--- config.mk ---
export PLATFORM = sky130hd
export DESIGN_NAME = hdmi_period_scheduler
export DESIGN_NICKNAME = d
export VERILOG_FILES = /design/src/rtl/hdmi_pkg.sv /design/src/rtl/hdmi_period_scheduler.sv
export SDC_FILE = /design/constraint.sdc
export NUM_CORES = 1
export LEC_CHECK = 0
export ABC_AREA = 1
export ABC_CLOCK_PERIOD_IN_PS = 2100
export BUFFER_PORTS_ARGS = -buffer_cell sky130_fd_sc_hd__buf_4
export CAP_MARGIN = 0
export CORE_UTILIZATION = 50
export DETAILED_ROUTE_END_ITERATION = 10
export GPL_ROUTABILITY_DRIVEN = 0
export PLACE_DENSITY_LB_ADDON = 0.1
export SETUP_SLACK_MARGIN = 0.2
export SLEW_MARGIN = 20
export SYNTH_ARGS = -nofsm -noshare
export SYNTH_HDL_FRONTEND = slang
export SYNTH_SLANG_ARGS = --single-unit
--- constraint.sdc ---
create_clock -name clk_pixel -period 2.1 [get_ports clk_pixel]
set_input_delay 0.525 -clock clk_pixel [delete_from_list [all_inputs] [get_ports clk_pixel]]
set_output_delay 0.525 -clock clk_pixel [all_outputs]
set_load 0.05 [all_outputs]
--- src/rtl/hdmi_pkg.sv ---
// Shared types and constants for the HDMI period scheduler.
// Holds the TMDS mode encoding, the island FSM states, the CTL
// preamble patterns and the fixed period lengths.
package hdmi_pkg;

  typedef enum logic [2:0] {
    MODE_CTRL   = 3'd0,
    MODE_VIDEO  = 3'd1,
    MODE_VGUARD = 3'd2,
    MODE_ISLAND = 3'd3,
    MODE_IGUARD = 3'd4
  } tmds_mode_t;

  typedef enum logic [2:0] {
    ST_CTRL      = 3'd0,
    ST_DI_PRE    = 3'd1,
    ST_DI_LGUARD = 3'd2,
    ST_DI_DATA   = 3'd3,
    ST_DI_TGUARD = 3'd4
  } island_state_t;

  localparam logic [3:0] CTL_VIDEO_PREAMBLE  = 4'b0001;
  localparam logic [3:0] CTL_ISLAND_PREAMBLE = 4'b0101;

  localparam int PREAMBLE_LEN = 8;
  localparam int GUARD_LEN    = 2;
  localparam int PACKET_LEN   = 32;

  // Number of whole packets that fit between the island launch column
  // and the next video preamble, leaving room for the island's own
  // preamble, both guards and the trailing control gap.
  function automatic int maxFit(input int frameWidth, input int screenWidth,
                                input int islandGap);
    return (frameWidth - 10 - islandGap - (screenWidth + islandGap)
            - (PREAMBLE_LEN + 2 * GUARD_LEN)) / PACKET_LEN;
  endfunction

endpackage

--- src/rtl/hdmi_period_scheduler.sv ---
// Per-pixel HDMI period sequencer.
// Decodes the raster position into control, video preamble/guard/data
// and data-island preamble/guard/packet periods, drives the shared TMDS
// mode select, the CTL preamble bits and the packet handshake toward
// the packet assembler. Every output is registered one clock after the
// cx/cy that produced it.
module hdmi_period_scheduler
  import hdmi_pkg::*;
#(
  parameter int FRAME_WIDTH   = 800,
  parameter int FRAME_HEIGHT  = 525,
  parameter int SCREEN_WIDTH  = 640,
  parameter int SCREEN_HEIGHT = 480,
  parameter int BIT_WIDTH     = 10,
  parameter int BIT_HEIGHT    = 10,
  parameter int ISLAND_GAP    = 4,
  parameter int MAX_PACKETS   = 18
) (
  input  logic                  clk_pixel,
  input  logic                  reset,
  input  logic [BIT_WIDTH-1:0]  cx,
  input  logic [BIT_HEIGHT-1:0] cy,
  input  logic                  hsync,
  input  logic                  vsync,
  input  logic                  packet_valid,
  output logic                  packet_ready,
  output logic [2:0]            mode,
  output logic [3:0]            ctl,
  output logic [1:0]            sync_out,
  output logic [4:0]            packet_pixel
);

  localparam int MAX_FIT = maxFit(FRAME_WIDTH, SCREEN_WIDTH, ISLAND_GAP);

  // An island that cannot hold even one packet means the raster
  // parameters leave no room for data islands at all.
  if (MAX_FIT < 1) begin : gFitCheck
    $error("hdmi_period_scheduler: MAX_FIT < 1, no room for a data island");
  end

  // Effective packet limit per island: the tighter of the protocol
  // limit and what physically fits before the next video preamble.
  localparam int PKT_LIMIT_I = (MAX_PACKETS < MAX_FIT) ? MAX_PACKETS : MAX_FIT;
  localparam logic [4:0] PKT_LIMIT = 5'(PKT_LIMIT_I);

  // Position constants carry one extra bit so FRAME_WIDTH itself is
  // representable without wrapping.
  localparam logic [BIT_WIDTH:0]  SCREEN_W_C  = (BIT_WIDTH + 1)'(SCREEN_WIDTH);
  localparam logic [BIT_WIDTH:0]  LAUNCH_CX   = (BIT_WIDTH + 1)'(SCREEN_WIDTH + ISLAND_GAP);
  localparam logic [BIT_WIDTH:0]  VPRE_START  = (BIT_WIDTH + 1)'(FRAME_WIDTH - 10);
  localparam logic [BIT_WIDTH:0]  VPRE_END    = (BIT_WIDTH + 1)'(FRAME_WIDTH - 3);
  localparam logic [BIT_WIDTH:0]  VGUARD_START = (BIT_WIDTH + 1)'(FRAME_WIDTH - 2);
  localparam logic [BIT_WIDTH:0]  VGUARD_END  = (BIT_WIDTH + 1)'(FRAME_WIDTH - 1);
  localparam logic [BIT_HEIGHT:0] SCREEN_H_C  = (BIT_HEIGHT + 1)'(SCREEN_HEIGHT);
  localparam logic [BIT_HEIGHT:0] LAST_LINE   = (BIT_HEIGHT + 1)'(FRAME_HEIGHT - 1);
  localparam logic [BIT_HEIGHT:0] LINE_ONE    = (BIT_HEIGHT + 1)'(1);

  localparam logic [4:0] PRE_LAST   = 5'(PREAMBLE_LEN - 1);
  localparam logic [4:0] GUARD_LAST = 5'(GUARD_LEN - 1);
  localparam logic [4:0] PKT_LAST   = 5'(PACKET_LEN - 1);

  island_state_t   state_q, state_d;
  logic [4:0]      phase_q, phase_d;
  logic [4:0]      count_q, count_d;
  tmds_mode_t      mode_q, mode_d;
  logic [3:0]      ctl_q, ctl_d;
  logic            ready_q, ready_d;
  logic [4:0]      pixel_q, pixel_d;
  logic [1:0]      sync_q;

  logic [BIT_WIDTH:0]  cxWide;
  logic [BIT_HEIGHT:0] cyWide;
  logic [BIT_HEIGHT:0] nextLine;
  logic                inActive;
  logic                nextActive;
  logic                inVPre;
  logic                inVGuard;

  // Raster decode: active area, and the video preamble/guard that lead
  // into the next line when that line carries active video.
  always_comb begin
    cxWide     = {1'b0, cx};
    cyWide     = {1'b0, cy};
    nextLine   = (cyWide == LAST_LINE) ? '0 : cyWide + LINE_ONE;
    inActive   = (cxWide < SCREEN_W_C) && (cyWide < SCREEN_H_C);
    nextActive = nextLine < SCREEN_H_C;
    inVPre     = nextActive && (cxWide >= VPRE_START) && (cxWide <= VPRE_END);
    inVGuard   = nextActive && (cxWide >= VGUARD_START) && (cxWide <= VGUARD_END);
  end

  // Island sequencing and output selection; video periods override any
  // island state and pull the FSM back to control.
  always_comb begin
    state_d = state_q;
    phase_d = phase_q;
    count_d = count_q;
    mode_d  = MODE_CTRL;
    ctl_d   = 4'b0000;
    ready_d = 1'b0;
    pixel_d = 5'd0;

    case (state_q)
      ST_CTRL: begin
        phase_d = 5'd0;
        if (cxWide == LAUNCH_CX && packet_valid) begin
          state_d = ST_DI_PRE;
          count_d = 5'd0;
        end
      end
      ST_DI_PRE: begin
        if (phase_q == PRE_LAST) begin
          state_d = ST_DI_LGUARD;
          phase_d = 5'd0;
        end else begin
          phase_d = phase_q + 5'd1;
        end
      end
      ST_DI_LGUARD: begin
        if (phase_q == GUARD_LAST) begin
          state_d = ST_DI_DATA;
          phase_d = 5'd0;
        end else begin
          phase_d = phase_q + 5'd1;
        end
      end
      ST_DI_DATA: begin
        // The handshake on the previous clock already decided whether
        // another packet follows this one.
        if (phase_q == PKT_LAST) begin
          phase_d = 5'd0;
          if (!ready_q) begin
            state_d = ST_DI_TGUARD;
          end
        end else begin
          phase_d = phase_q + 5'd1;
        end
      end
      ST_DI_TGUARD: begin
        if (phase_q == GUARD_LAST) begin
          state_d = ST_CTRL;
          phase_d = 5'd0;
        end else begin
          phase_d = phase_q + 5'd1;
        end
      end
      default: begin
        state_d = ST_CTRL;
        phase_d = 5'd0;
      end
    endcase

    // First packet is always taken at the end of the leading guard;
    // later ones only while the assembler has one and room remains.
    if (state_d == ST_DI_LGUARD && phase_d == GUARD_LAST) begin
      ready_d = 1'b1;
      count_d = count_q + 5'd1;
    end else if (state_d == ST_DI_DATA && phase_d == PKT_LAST &&
                 packet_valid && count_q < PKT_LIMIT) begin
      ready_d = 1'b1;
      count_d = count_q + 5'd1;
    end

    if (inActive || inVPre || inVGuard) begin
      state_d = ST_CTRL;
      phase_d = 5'd0;
      ready_d = 1'b0;
      if (inActive) begin
        mode_d = MODE_VIDEO;
      end else if (inVPre) begin
        ctl_d = CTL_VIDEO_PREAMBLE;
      end else begin
        mode_d = MODE_VGUARD;
      end
    end else begin
      case (state_d)
        ST_DI_PRE:    ctl_d = CTL_ISLAND_PREAMBLE;
        ST_DI_LGUARD: mode_d = MODE_IGUARD;
        ST_DI_TGUARD: mode_d = MODE_IGUARD;
        ST_DI_DATA: begin
          mode_d  = MODE_ISLAND;
          pixel_d = phase_d;
        end
        default: begin
          mode_d = MODE_CTRL;
        end
      endcase
    end
  end

  // Register FSM state and every output; reset aborts any island.
  always_ff @(posedge clk_pixel) begin
    if (reset) begin
      state_q <= ST_CTRL;
      phase_q <= 5'd0;
      count_q <= 5'd0;
      mode_q  <= MODE_CTRL;
      ctl_q   <= 4'b0000;
      ready_q <= 1'b0;
      pixel_q <= 5'd0;
      sync_q  <= 2'b00;
    end else begin
      state_q <= state_d;
      phase_q <= phase_d;
      count_q <= count_d;
      mode_q  <= mode_d;
      ctl_q   <= ctl_d;
      ready_q <= ready_d;
      pixel_q <= pixel_d;
      sync_q  <= {vsync, hsync};
    end
  end

  assign mode         = mode_q;
  assign ctl          = ctl_q;
  assign packet_ready = ready_q;
  assign packet_pixel = pixel_q;
  assign sync_out     = sync_q;

endmodule
# Word-level counts from Yosys, hierarchy flattened
# Index checks and enable logic that the tools add are counted.
[word_totals] regBits=28 inputBits=25 elab_cells=81
[classes] add_sub_neg=3 n_lt_le_gt_ge=8 n_eq_ne=15 mux=26 bitwise_logic=1 n_reduce_logical=20
[ops] operator="2-to-1 mux 5 bit" count=7
[ops] operator="2-to-1 mux 3 bit" count=8
[ops] operator="== test 10 bit, second input constant" count=2
[ops] operator=">= comparator 10 bit, second input constant" count=2
[ops] operator="less-or-equal comparator 10 bit, second input constant" count=2
[ops] operator="one-hot mux 3 bit (5 select lines)" count=1
[ops] operator="one-hot mux 5 bit (3 select lines)" count=1
[ops] operator="== test 3 x 2 -> 1 bit, second input constant" count=4
[ops] operator="adder 10 x 1 -> 11 bit, second input constant" count=1
[ops] operator="less-than comparator 11 x 9 -> 1 bit, second input constant" count=1
[ops] operator="2-to-1 mux 11 bit" count=1
[ops] operator="adder 5 x 1 -> 5 bit, second input constant" count=2
[ops] operator="== test 5 x 1 -> 1 bit, second input constant" count=2
[ops] operator="== test 5 bit, second input constant" count=2
[ops] operator="logical AND 1 bit" count=10
[ops] operator="less-than comparator 10 bit, second input constant" count=1
[ops] operator="less-than comparator 10 x 9 -> 1 bit, second input constant" count=1
[ops] operator="== test 3 x 1 -> 1 bit, second input constant" count=2
[ops] operator="== test 3 bit, second input constant" count=2
[ops] operator="one-hot mux 3 bit (2 select lines)" count=1
[ops] operator="nonzero test 3 bit" count=2
[ops] operator="OR reduction 2 bit" count=3
[ops] operator="== test 5 x 3 -> 1 bit, second input constant" count=1
[ops] operator="less-than comparator 5 x 3 -> 1 bit, second input constant" count=1
[ops] operator="other kinds (8)" count=13

# Depth between registers and ports, before layout
[depth] word_depth=10 ltp_mapped=16

# Worst setup path before layout
# No wires, ideal clock.
[synth_path] kind="register -> register" start="register phase_q[0]" end="register count_q[0]" setup_time_ns=0.114 arrival_ns=1.796 slack_ns=0.190 path_stages_with_launch=16 n_path_buf=0 period_less_slack_ns=1.910 path_cell_list="dfxtp_1 ha_1 nand2_1 nor2_1 ha_1 nand2_1 nand2_1 nand3_2 nor2_4 nand2_1 nor2_2 nand2_2 nand2_4 nand2_4 a21oi_1 nor2_1"
[synth_via] elab_chain_cells=9 word_cells_on_any_way=26 cone_classes="1 x add/sub; 7 x eq/ne; 11 x mux; 7 x reduce/logical"
[synth_rtl] item="start: declaration" line_no="hdmi_period_scheduler.sv:63" source="logic [4:0] phase_q, phase_d;"
[synth_rtl] item="start signal: assignment" line_no="hdmi_period_scheduler.sv:203" source="phase_q <= phase_d;"
[synth_rtl] item="adder 5 x 1 -> 5 bit (tied with other cells)"
[synth_rtl] item="2-to-1 mux 5 bit (tied with other cells)" line_no="hdmi_period_scheduler.sv:119, hdmi_period_scheduler.sv:139"
[synth_rtl] item="one-hot mux 5 bit (3 select lines) or one-hot mux 3 bit (5 select lines) (tied branches)" line_no="hdmi_period_scheduler.sv:102" source="case (state_q)"
[synth_rtl] item="== test 5 bit or == test 3 x 2 -> 1 bit (tied branches)" line_no="hdmi_period_scheduler.sv:157" source="end else if (state_d == ST_DI_DATA && phase_d == PKT_LAST &&"
[synth_rtl] item="logical AND 1 bit (2 in series)" line_no="hdmi_period_scheduler.sv:157"
[synth_rtl] item="logical AND 1 bit" line_no="hdmi_period_scheduler.sv:158" source="packet_valid && count_q < PKT_LIMIT) begin"
[synth_rtl] item="nonzero test 3 bit (no line) or 2-to-1 mux 5 bit (tied branches)"
[synth_rtl] item="AND reduction 2 bit (no line) or 2-to-1 mux 5 bit (tied branches)"
[synth_rtl] item="end signal: assignment" line_no="hdmi_period_scheduler.sv:204" source="count_q <= count_d;"
[synth_rtl] item="end: declaration" line_no="hdmi_period_scheduler.sv:64" source="logic [4:0] count_q, count_d;"
# Several ways; a longest one is shown, not always the timed one.
# A chain may end at the register's enable or synchronous reset.

# Worst setup path in the final report
[layout_path] start="register phase_q[0]" end="register count_q[4]"
# The elaborated chain is that of the path after synthesis.

==> reports/qor.csv <==
metric,value,unit
utilization,0.708,
firstDrtPassIters,7,
netlist_instances,221,
cpMostUsedCell,nand2_2,
dieWidth,56.8,um
fmax,0.534,GHz
power_frac_clock,0.359,
num_vias,1503,
min_path_type,input port to register,
ys_ff_latch,26,
cts.clk_slew.worst_paths,140,ps
cts_buffer_depth,2,
coreArea,2810,um2
maxCapViolations,0,
htreeDepth,1,
synth.cell_area,1500,um2
tritoncts,yes,
tns,0,ps
ys.warnings.count,0,
drive_above_1_share,0.346,
cp_cell_sequence,"ha_4, nand2_2, nor2_2, ha_2, nand2_2, nand2_2, nand3_2, nor2_4, buf_6, nor2_4, nand3_2, nand2_4, nand2_4, nand3_1, a21oi_1",
seqPwrFrac,0.532,
violations,DRC,
start_util,0.536,
cts.sinks,26,
leakage,0.997,nW
p_int,0.734,mW
die_area,3230,um2
synth_xor_area_frac,0.0233,
finalCriticalPeriod,1870,ps
yosysSeqAreaShare,0.346,
startpoint_type,register,
place_area,1800,um2
combPwrFrac,0.109,
synth-adder-area-share,0.0416,
setup_viol,0,
io_pins,40,
nFillCells,242,
avgViaCountPerCell,5.06,
cts_root_buf,clkbuf_4,
synth_top_family_by_area,simple AND/OR/NAND/NOR gates,
endpoint_kind,register,
antenna_found_initial,0,
cts_hold_buf,0,
crit_slowest_cell,dfxtp_2,
power_density,471,nW/um2
grt_pass1_wl,5730,um
swShare,0.215,
grt.met3_usage,0.0230,
final_cell_area,1990,um2
hpwl,2580,um
synthSimpleGateAreaFrac,0.419,
switching_power,0.201,mW
arrival,2130,ps
yosysUniqueCellTypes,29,
hold_violations,0,
rsz0062_at_grt,true,
cts_made_buffers,3,
whs,399,ps
synth-compound-area-share,0.0600,
remaining_drc_errors,2,
clk_latency,320,ps
syn2layout_area_growth,32.2,%
port-buffer-count,37,
seqCellArea,523,um2
ys.flop_type,dfxtp_1,
die_h,56.8,um
grt.total_usage,0.222,
required,2360,ps
antenna_cells,0,
path_max_fanout,6,
final_common_cell,buf_4,
synth_edf_count,0,
multi_input_area,907,um2
synthArstFlopShare,0,
status,"finished, violations left",
drt_wl_total,3350,um
power,0.935,mW
cpPeakStageDelay,390,ps
irDropWorstVdd,0.288,mV
synth_mux_area_frac,0,
syn_area_per_cell,6.80,um2
grt_max_degree,16,
post_drt_wl_per_cell,11.3,um
fin_crit_sh,0.892,
fp-row-count,19,
most-common-layout-cells,"buf_4, nand2_1, inv_1, nor2_1, dfxtp_1",
drtIter0Drc,36,
skew,5.79,ps
finalNetCount,297,
grt_pass1_vias,1441,
overflow,0,
grt_most_used_layer,met2,
use_met1,0.272,
ant_nets,0,
worstSetupPathType,register to register,
report.final.slew_viol_count,0,
globalRouteMet2Util,0.412,
==> layer usage <==
metal  vias to the layer above  wire, um
li1                        788         -
met1                       677      1460
met2                        32      1750
met3                         6        94
met4                         0        48
met5                         -         0
==> what timing repair did <==
action	in CTS	in global routing
pin swaps	8	10
setup endpoints to repair	6	12
endpoints found under the hold margin	0	0
resized for setup	14	9
cloned	0	0
setup buffers	5	2
==> cells by family (layout without fill, tap and decap cells) <==
kind of cell,after synthesis,after routing
compound gates,17,17
xor+xnor,4,4
fa+ha+maj,5,5
buf+inv,39,83
flops,26,26
other cells,1,2
simple gates,129,129
==> worst paths after layout <==
path | from | to | slack [ps] | cells past startpoint
hold / removal | vsync | sync_out[1] | 400 | 3
setup / recovery | phase_q[0] | count_q[4] | 230 | 15
hold reg to reg | count_q[1] | count_q[1] | 510 | 2
setup reg to reg | phase_q[0] | count_q[4] | 230 | 15
==> synthesized netlist by cell type, types with 4 or more instances <==
cell type | count | area (um2)
nor4_1 | 4 | 25.0
nand2_2 | 4 | 25.0
nor2_2 | 6 | 37.5
nand2_1 | 42 | 158
ha_1 | 5 | 62.6
inv_2 | 6 | 22.5
a21oi_1 | 11 | 55.1
nor2_1 | 31 | 116
inv_1 | 29 | 109
nand3_1 | 25 | 125
dfxtp_1 | 26 | 521
nand3_2 | 5 | 50.1
==> flip-flops by register name (all words and copies together), names as in the netlist <==
| signal | flops |
|---|---|
| count_q | 5 |
| packet_pixel | 5 |
| phase_q | 5 |
| mode | 3 |
| state_q | 3 |
| ctl | 2 |
| sync_out | 2 |
| packet_ready | 1 |
==> stage by stage <==
| step | cells | setup WS [ps] |
|---|---|---|
| final | 297 | 227 |
| after global routing | 297 | 65.0 |
| after CTS | 295 | 186 |
| after detailed placement | 286 | 53.9 |
| after floorplan | 222 | 215 |
| after global placement | 286 | 104 |
==> power by group through the flow <==
stage	Sequential, mW	Clock [mW]	Combinational [mW]
2_1_floorplan	0.520	0	0.0427
3_3_place_gp	0.508	0	0.101
3_5_place_dp	0.508	0	0.101
4_1_cts	0.498	0.345	0.102
5_1_grt	0.498	0.367	0.113
6_report	0.498	0.336	0.102
==> cell type report <==
cell class / instances / area share
clock inverter: 1 / 0.0151
inverter: 35 / 0.0661
tap: 31 / 0.0195
timing repair buffer: 44 / 0.168
multi-input combinational: 157 / 0.457
clock buffer: 3 / 0.0113
sequential: 26 / 0.263
==> critical path: cells and delay by family, from the launching register on <==
| kind | cells | cell delay, ps |
|---|---|---|
| AND/OR/NAND/NOR | 11 | 850 |
| flip-flops | 1 | 390 |
| adder cells (fa/ha/maj) | 2 | 330 |
| AO/OA/AOI/OAI | 1 | 120 |
| buffers and inverters | 1 | 120 |
Power figures use the tool's default switching activity.
